File: src/rtl/gpio_pkg.sv
// Shared GPIO constants used by the input-conditioning stage and the APB GPIO slave.
package gpio_pkg;

    localparam int GPIO_IN_WIDTH      = 4;
    localparam int GPIO_OUT_WIDTH     = 3;
    localparam int DEBOUNCE_1MS_50MHZ = 50000;

endpackage

File: src/rtl/gpio_debounce_bit.sv
// One input bit: 2-FF synchroniser, persistence counter, accepted level and edge pulses.
module gpio_debounce_bit
    import gpio_pkg::*;
#(
    parameter int DEBOUNCE_CYCLES = DEBOUNCE_1MS_50MHZ
) (
    input  logic PCLK,
    input  logic PRESETn,
    input  logic pin_i,
    output logic stable_o,
    output logic rise_nxt_o,
    output logic fall_nxt_o,
    output logic rise_o,
    output logic fall_o
);

    localparam int               CNT_W = $clog2(DEBOUNCE_CYCLES);
    localparam logic [CNT_W-1:0] LAST  = CNT_W'(DEBOUNCE_CYCLES - 1);

    logic             sync1_q, sync2_q;
    logic             stable_q, stable_d;
    logic             rise_q, fall_q;
    logic [CNT_W-1:0] cnt_q, cnt_d;
    logic             differ, done;

    // Any return to the accepted level restarts the count, so a glitch never accumulates.
    always_comb begin
        differ     = sync2_q ^ stable_q;
        done       = differ && (cnt_q == LAST);
        cnt_d      = (differ && !done) ? cnt_q + CNT_W'(1) : '0;
        stable_d   = done ? sync2_q : stable_q;
        rise_nxt_o = done & sync2_q;
        fall_nxt_o = done & ~sync2_q;
    end

    always_ff @(posedge PCLK or negedge PRESETn) begin
        if (!PRESETn) begin
            sync1_q  <= 1'b0;
            sync2_q  <= 1'b0;
            stable_q <= 1'b0;
            cnt_q    <= '0;
            rise_q   <= 1'b0;
            fall_q   <= 1'b0;
        end else begin
            sync1_q  <= pin_i;
            sync2_q  <= sync1_q;
            stable_q <= stable_d;
            cnt_q    <= cnt_d;
            rise_q   <= rise_nxt_o;
            fall_q   <= fall_nxt_o;
        end
    end

    assign stable_o = stable_q;
    assign rise_o   = rise_q;
    assign fall_o   = fall_q;

endmodule

File: src/rtl/gpio_in_cond.sv
// Conditions raw board pins for the GPIO slave: debounced levels, edge pulses, sticky IRQ.
module gpio_in_cond
    import gpio_pkg::*;
#(
    parameter int WIDTH           = GPIO_IN_WIDTH,
    parameter int DEBOUNCE_CYCLES = DEBOUNCE_1MS_50MHZ
) (
    input  logic             PCLK,
    input  logic             PRESETn,
    input  logic [WIDTH-1:0] pin_in,
    input  logic [WIDTH-1:0] rise_en,
    input  logic [WIDTH-1:0] fall_en,
    input  logic [WIDTH-1:0] irq_clr,
    output logic [WIDTH-1:0] gpio_i,
    output logic [WIDTH-1:0] rise_pulse,
    output logic [WIDTH-1:0] fall_pulse,
    output logic [WIDTH-1:0] irq_status,
    output logic             irq
);

    logic [WIDTH-1:0] rise_nxt, fall_nxt;
    logic [WIDTH-1:0] irq_status_q, irq_status_d;

    for (genvar i = 0; i < WIDTH; i++) begin : g_bit
        gpio_debounce_bit #(
            .DEBOUNCE_CYCLES(DEBOUNCE_CYCLES)
        ) u_deb (
            .PCLK       (PCLK),
            .PRESETn    (PRESETn),
            .pin_i      (pin_in[i]),
            .stable_o   (gpio_i[i]),
            .rise_nxt_o (rise_nxt[i]),
            .fall_nxt_o (fall_nxt[i]),
            .rise_o     (rise_pulse[i]),
            .fall_o     (fall_pulse[i])
        );
    end

    // Set terms are ORed after the clear mask so a new event beats a simultaneous clear.
    always_comb begin
        irq_status_d = (rise_nxt & rise_en) | (fall_nxt & fall_en) | (irq_status_q & ~irq_clr);
    end

    always_ff @(posedge PCLK or negedge PRESETn) begin
        if (!PRESETn) irq_status_q <= '0;
        else          irq_status_q <= irq_status_d;
    end

    assign irq_status = irq_status_q;
    assign irq        = |irq_status_q;

endmodule

File: config.mk
export PLATFORM = sky130hd
export DESIGN_NAME = gpio_in_cond
export DESIGN_NICKNAME = d
export VERILOG_FILES = /design/src/rtl/gpio_pkg.sv /design/src/rtl/gpio_debounce_bit.sv /design/src/rtl/gpio_in_cond.sv
export SDC_FILE = /design/constraint.sdc
export NUM_CORES = 1
export LEC_CHECK = 0
export ABC_AREA = 0
export CAP_MARGIN = 30
export CORE_MARGIN = 1
export CORE_UTILIZATION = 55
export DETAILED_ROUTE_END_ITERATION = 10
export GPL_TIMING_DRIVEN = 0
export PLACE_DENSITY_LB_ADDON = 0.05
export RECOVER_POWER = 25
export SLEW_MARGIN = 20
export SYNTH_ARGS = -nofsm -noshare
export SYNTH_HDL_FRONTEND = slang
export SYNTH_SLANG_ARGS = --single-unit
File: constraint.sdc
create_clock -name PCLK -period 5.87 [get_ports PCLK]
set_input_delay 1.174 -clock PCLK [delete_from_list [all_inputs] [get_ports PCLK]]
set_output_delay 1.174 -clock PCLK [all_outputs]
set_load 0.01 [all_outputs]
==> flow_summary.json <==
{
  "grt_pass1_vias": 2658,
  "relSlewSlack": -0.441,
  "synthAdderAreaFrac": 0.0124,
  "start_kind": "input port",
  "fin_util": 0.679,
  "ys_warn_count": 0,
  "die_w_um": 87.7,
  "layout_commonest_cell": "dfrtp_1",
  "syn_inst": 391,
  "finalCritPeriodShare": 0.458,
  "ys_ff_latch": 88,
  "slowest_delay_ns": 1.51,
  "numCtsBuffers": 9,
  "dp_hpwl_um": 5070,
  "cp_top_family": "buffers and inverters",
  "drt-total-wl_um": 7140,
  "drtIter0Drc": 86,
  "worst_pin_slew_ns": 2.16,
  "crit_chain": "clkbuf_1",
  "die-height_um": 87.7,
  "synthTopCellsByArea": "dfrtp_1, xnor2_1, nor2_1, nand4_1, xor2_1",
  "critical_path_cell_count": 1,
  "grt_pass1_wl_um": 12400,
  "synth_fp_nets": 413,
  "grt_max_degree": 50,
  "hold_path_depth": 0,
  "seq_area_frac_synth": 0.546,
  "reg2reg_depth": 6,
  "finalSetupTns_ns": 0,
  "rsz0062_at_grt": "false",
  "initial_core_util": 0.581,
  "synth-simple-area-share": 0.244,
  "finalSetupViolCount": 0,
  "hold_violations": 0,
  "totalPowerFinal_w": 0.00109,
  "finalCriticalPeriod_ns": 2.69,
  "n_antenna_cell": 0,
  "cts_buffer_depth": 2,
  "htree_levels": 3,
  "max_freq_mhz": 372,
  "layout_common_cells": "dfrtp_1, nor2_1, xnor2_1",
  "drc_errors": 0,
  "clkSlewWorstSetupHoldPaths_ns": 0.08,
  "worstPathArrival_ns": 2.72,
  "synth_compound_area_frac": 0.0288,
  "yosysTopAreaCell": "dfrtp_1",
  "final_area_um2": 4710,
  "cp_data_required_time_ns": 5.90,
  "ys.flop_type": "dfrtp_1",
  "portBuffers": 34,
  "p_per_area_nw_per_um2": 230,
  "die_area_um2": 7680,
  "synth_edf_count": 0,
  "outcome": "finished, violations left",
  "syn_area_um2": 4040,
  "hp-class": "flop to flop",
  "grt_usage": 0.213,
  "ant_nets": 0,
  "synth_top_area_frac": 0.546,
  "dp_slack_ns": 3.61,
  "io_pins": 35,
  "antenna_found_initial": 0,
  "place_congestion": 0.803,
  "drive_above_1_share": 0.0792,
  "vias": 2809,
  "vias_per_cell": 5.22,
  "critical_path_class": "input port to asynchronous set/reset pin",
  "core-area_um2": 6940,
  "syn-mean-instance-area_um2": 10.3,
  "ir_drop_uv": 142,
  "cts_hold_buffers": 0,
  "finClkSkew_ns": 0.00585,
  "cts_root_buf": "clkbuf_8",
  "synth-async-reset-ratio": 1.00,
  "place_area_um2": 4520,
  "rows": 30,
  "critPathBufInv": 1,
  "ctsResizeCount": 0,
  "cts_tree": "yes",
  "synthMuxAreaShare": 0.00558,
  "drt-pass1-iter-count": 4,
  "slew_violations": 40,
  "cts_num_sinks": 88,
  "routedWlPerCell_um": 13.3,
  "ys_types": 35,
  "crit_slowest_cell": "clkbuf_1",
  "end_kind": "asynchronous set/reset pin",
  "crit_fanout": 40,
  "nets": 459,
  "post_cts_buffers": 0,
  "synth_top_family_by_area": "simple AND/OR/NAND/NOR gates",
  "area.growth.synth_to_final_pct": 16.8,
  "drv_cap": 1,
  "insertion_delay_ns": 0.35,
  "yosys.area_share.xor_xnor": 0.122,
  "overflow": 0,
  "layout_setup_ws_ns": 3.18,
  "violations": "capacitance limit, slew limit",
  "power.leakage_nw": 1.95
}
==> final cells by class <==
class	count	area, um^2
Fill cell	552	2230
Sequential cell	88	2200
Multi-Input combinational cell	271	1660
Timing Repair Buffer	35	362
Clock buffer	11	141
Tap cell	96	120
Buffer	17	113
Clock inverter	5	56.3
Inverter	15	56.3
==> worst paths after layout <==
| check | startpoint | to | slack, ns |
|---|---|---|---|
| min reg2reg | g_bit[2].u_deb.sync1_q$_DFF_PN0_ | g_bit[2].u_deb.sync2_q$_DFF_PN0_ | 0.35 |
| max | PRESETn | g_bit[2].u_deb.cnt_q[0]$_DFF_PN0_ | 3.18 |
| max reg2reg | g_bit[1].u_deb.cnt_q[0]$_DFF_PN0_ | g_bit[1].u_deb.cnt_q[7]$_DFF_PN0_ | 3.78 |
| min | g_bit[2].u_deb.sync1_q$_DFF_PN0_ | g_bit[2].u_deb.sync2_q$_DFF_PN0_ | 0.35 |
| max in group PCLK | g_bit[3].u_deb.stable_o$_DFFE_PN0N_ | gpio_i[3] | 3.23 |
| min in group asynchronous | PRESETn | g_bit[3].u_deb.sync2_q$_DFF_PN0_ | 1.44 |
==> synth_stat cells (2+ instances only) <==
cell type  count
nor4bb_1       5
nor3_1        14
buf_4         13
inv_1         15
clkbuf_1       4
nor4_1        15
and4_1         3
a31oi_1        2
nand3_1       16
a22oi_1        2
mux2_2         2
o22ai_1        4
nor2b_1        8
xnor2_1       41
nand2_1       20
o21ai_1        3
xor2_1        15
ha_1           4
a21oi_1        2
nor4b_1        2
nor2_1        70
nand4_1       22
and3_1         7
o21ai_0        3
or4_1          2
dfrtp_1       88
==> cells by family (layout without fill, tap and decap cells) <==
group | count (synthesis) | in the layout
AO/OA/AOI/OAI | 18 | 18
flip-flops | 88 | 88
buffers and inverters | 32 | 83
multiplexers | 2 | 2
XOR/XNOR | 56 | 56
adder cells (fa/ha/maj) | 4 | 4
AND/OR/NAND/NOR | 191 | 191
==> per-stage QoR <==
step | std cells | hold slack [ns]
floorplan | 391 | 0.331
global placement | 521 | 0.331
detailed placement | 522 | 0.336
CTS | 538 | 0.354
global route | 538 | 0.360
finish | 538 | 0.355
==> power breakdown <==
part | switching (W) | leakage (nW) | internal [W]
registers | 0.00000921 | 1.20 | 0.000615
clock network | 0.000205 | 0.0993 | 0.000208
logic | 0.0000286 | 0.646 | 0.0000205
==> routing by layer <==
metal  vias to the layer above  global-route usage  wire length (um)
met1                      1312               0.299              3620
met3                        11              0.0688               336
met5                         -                   0                 0
met2                        53               0.314              3090
li1                       1433                   -                 -
met4                         0              0.0715                91
==> flip-flops by register name, summed over array words and instances (netlist names) <==
name and flops:
g_bit.u_deb.stable_o 4, irq_status 4, g_bit.u_deb.fall_o 4, g_bit.u_deb.sync1_q 4, g_bit.u_deb.rise_o 4, g_bit.u_deb.sync2_q 4
g_bit.u_deb.cnt_q 64
No activity file was read; power rests on OpenSTA's default activity.
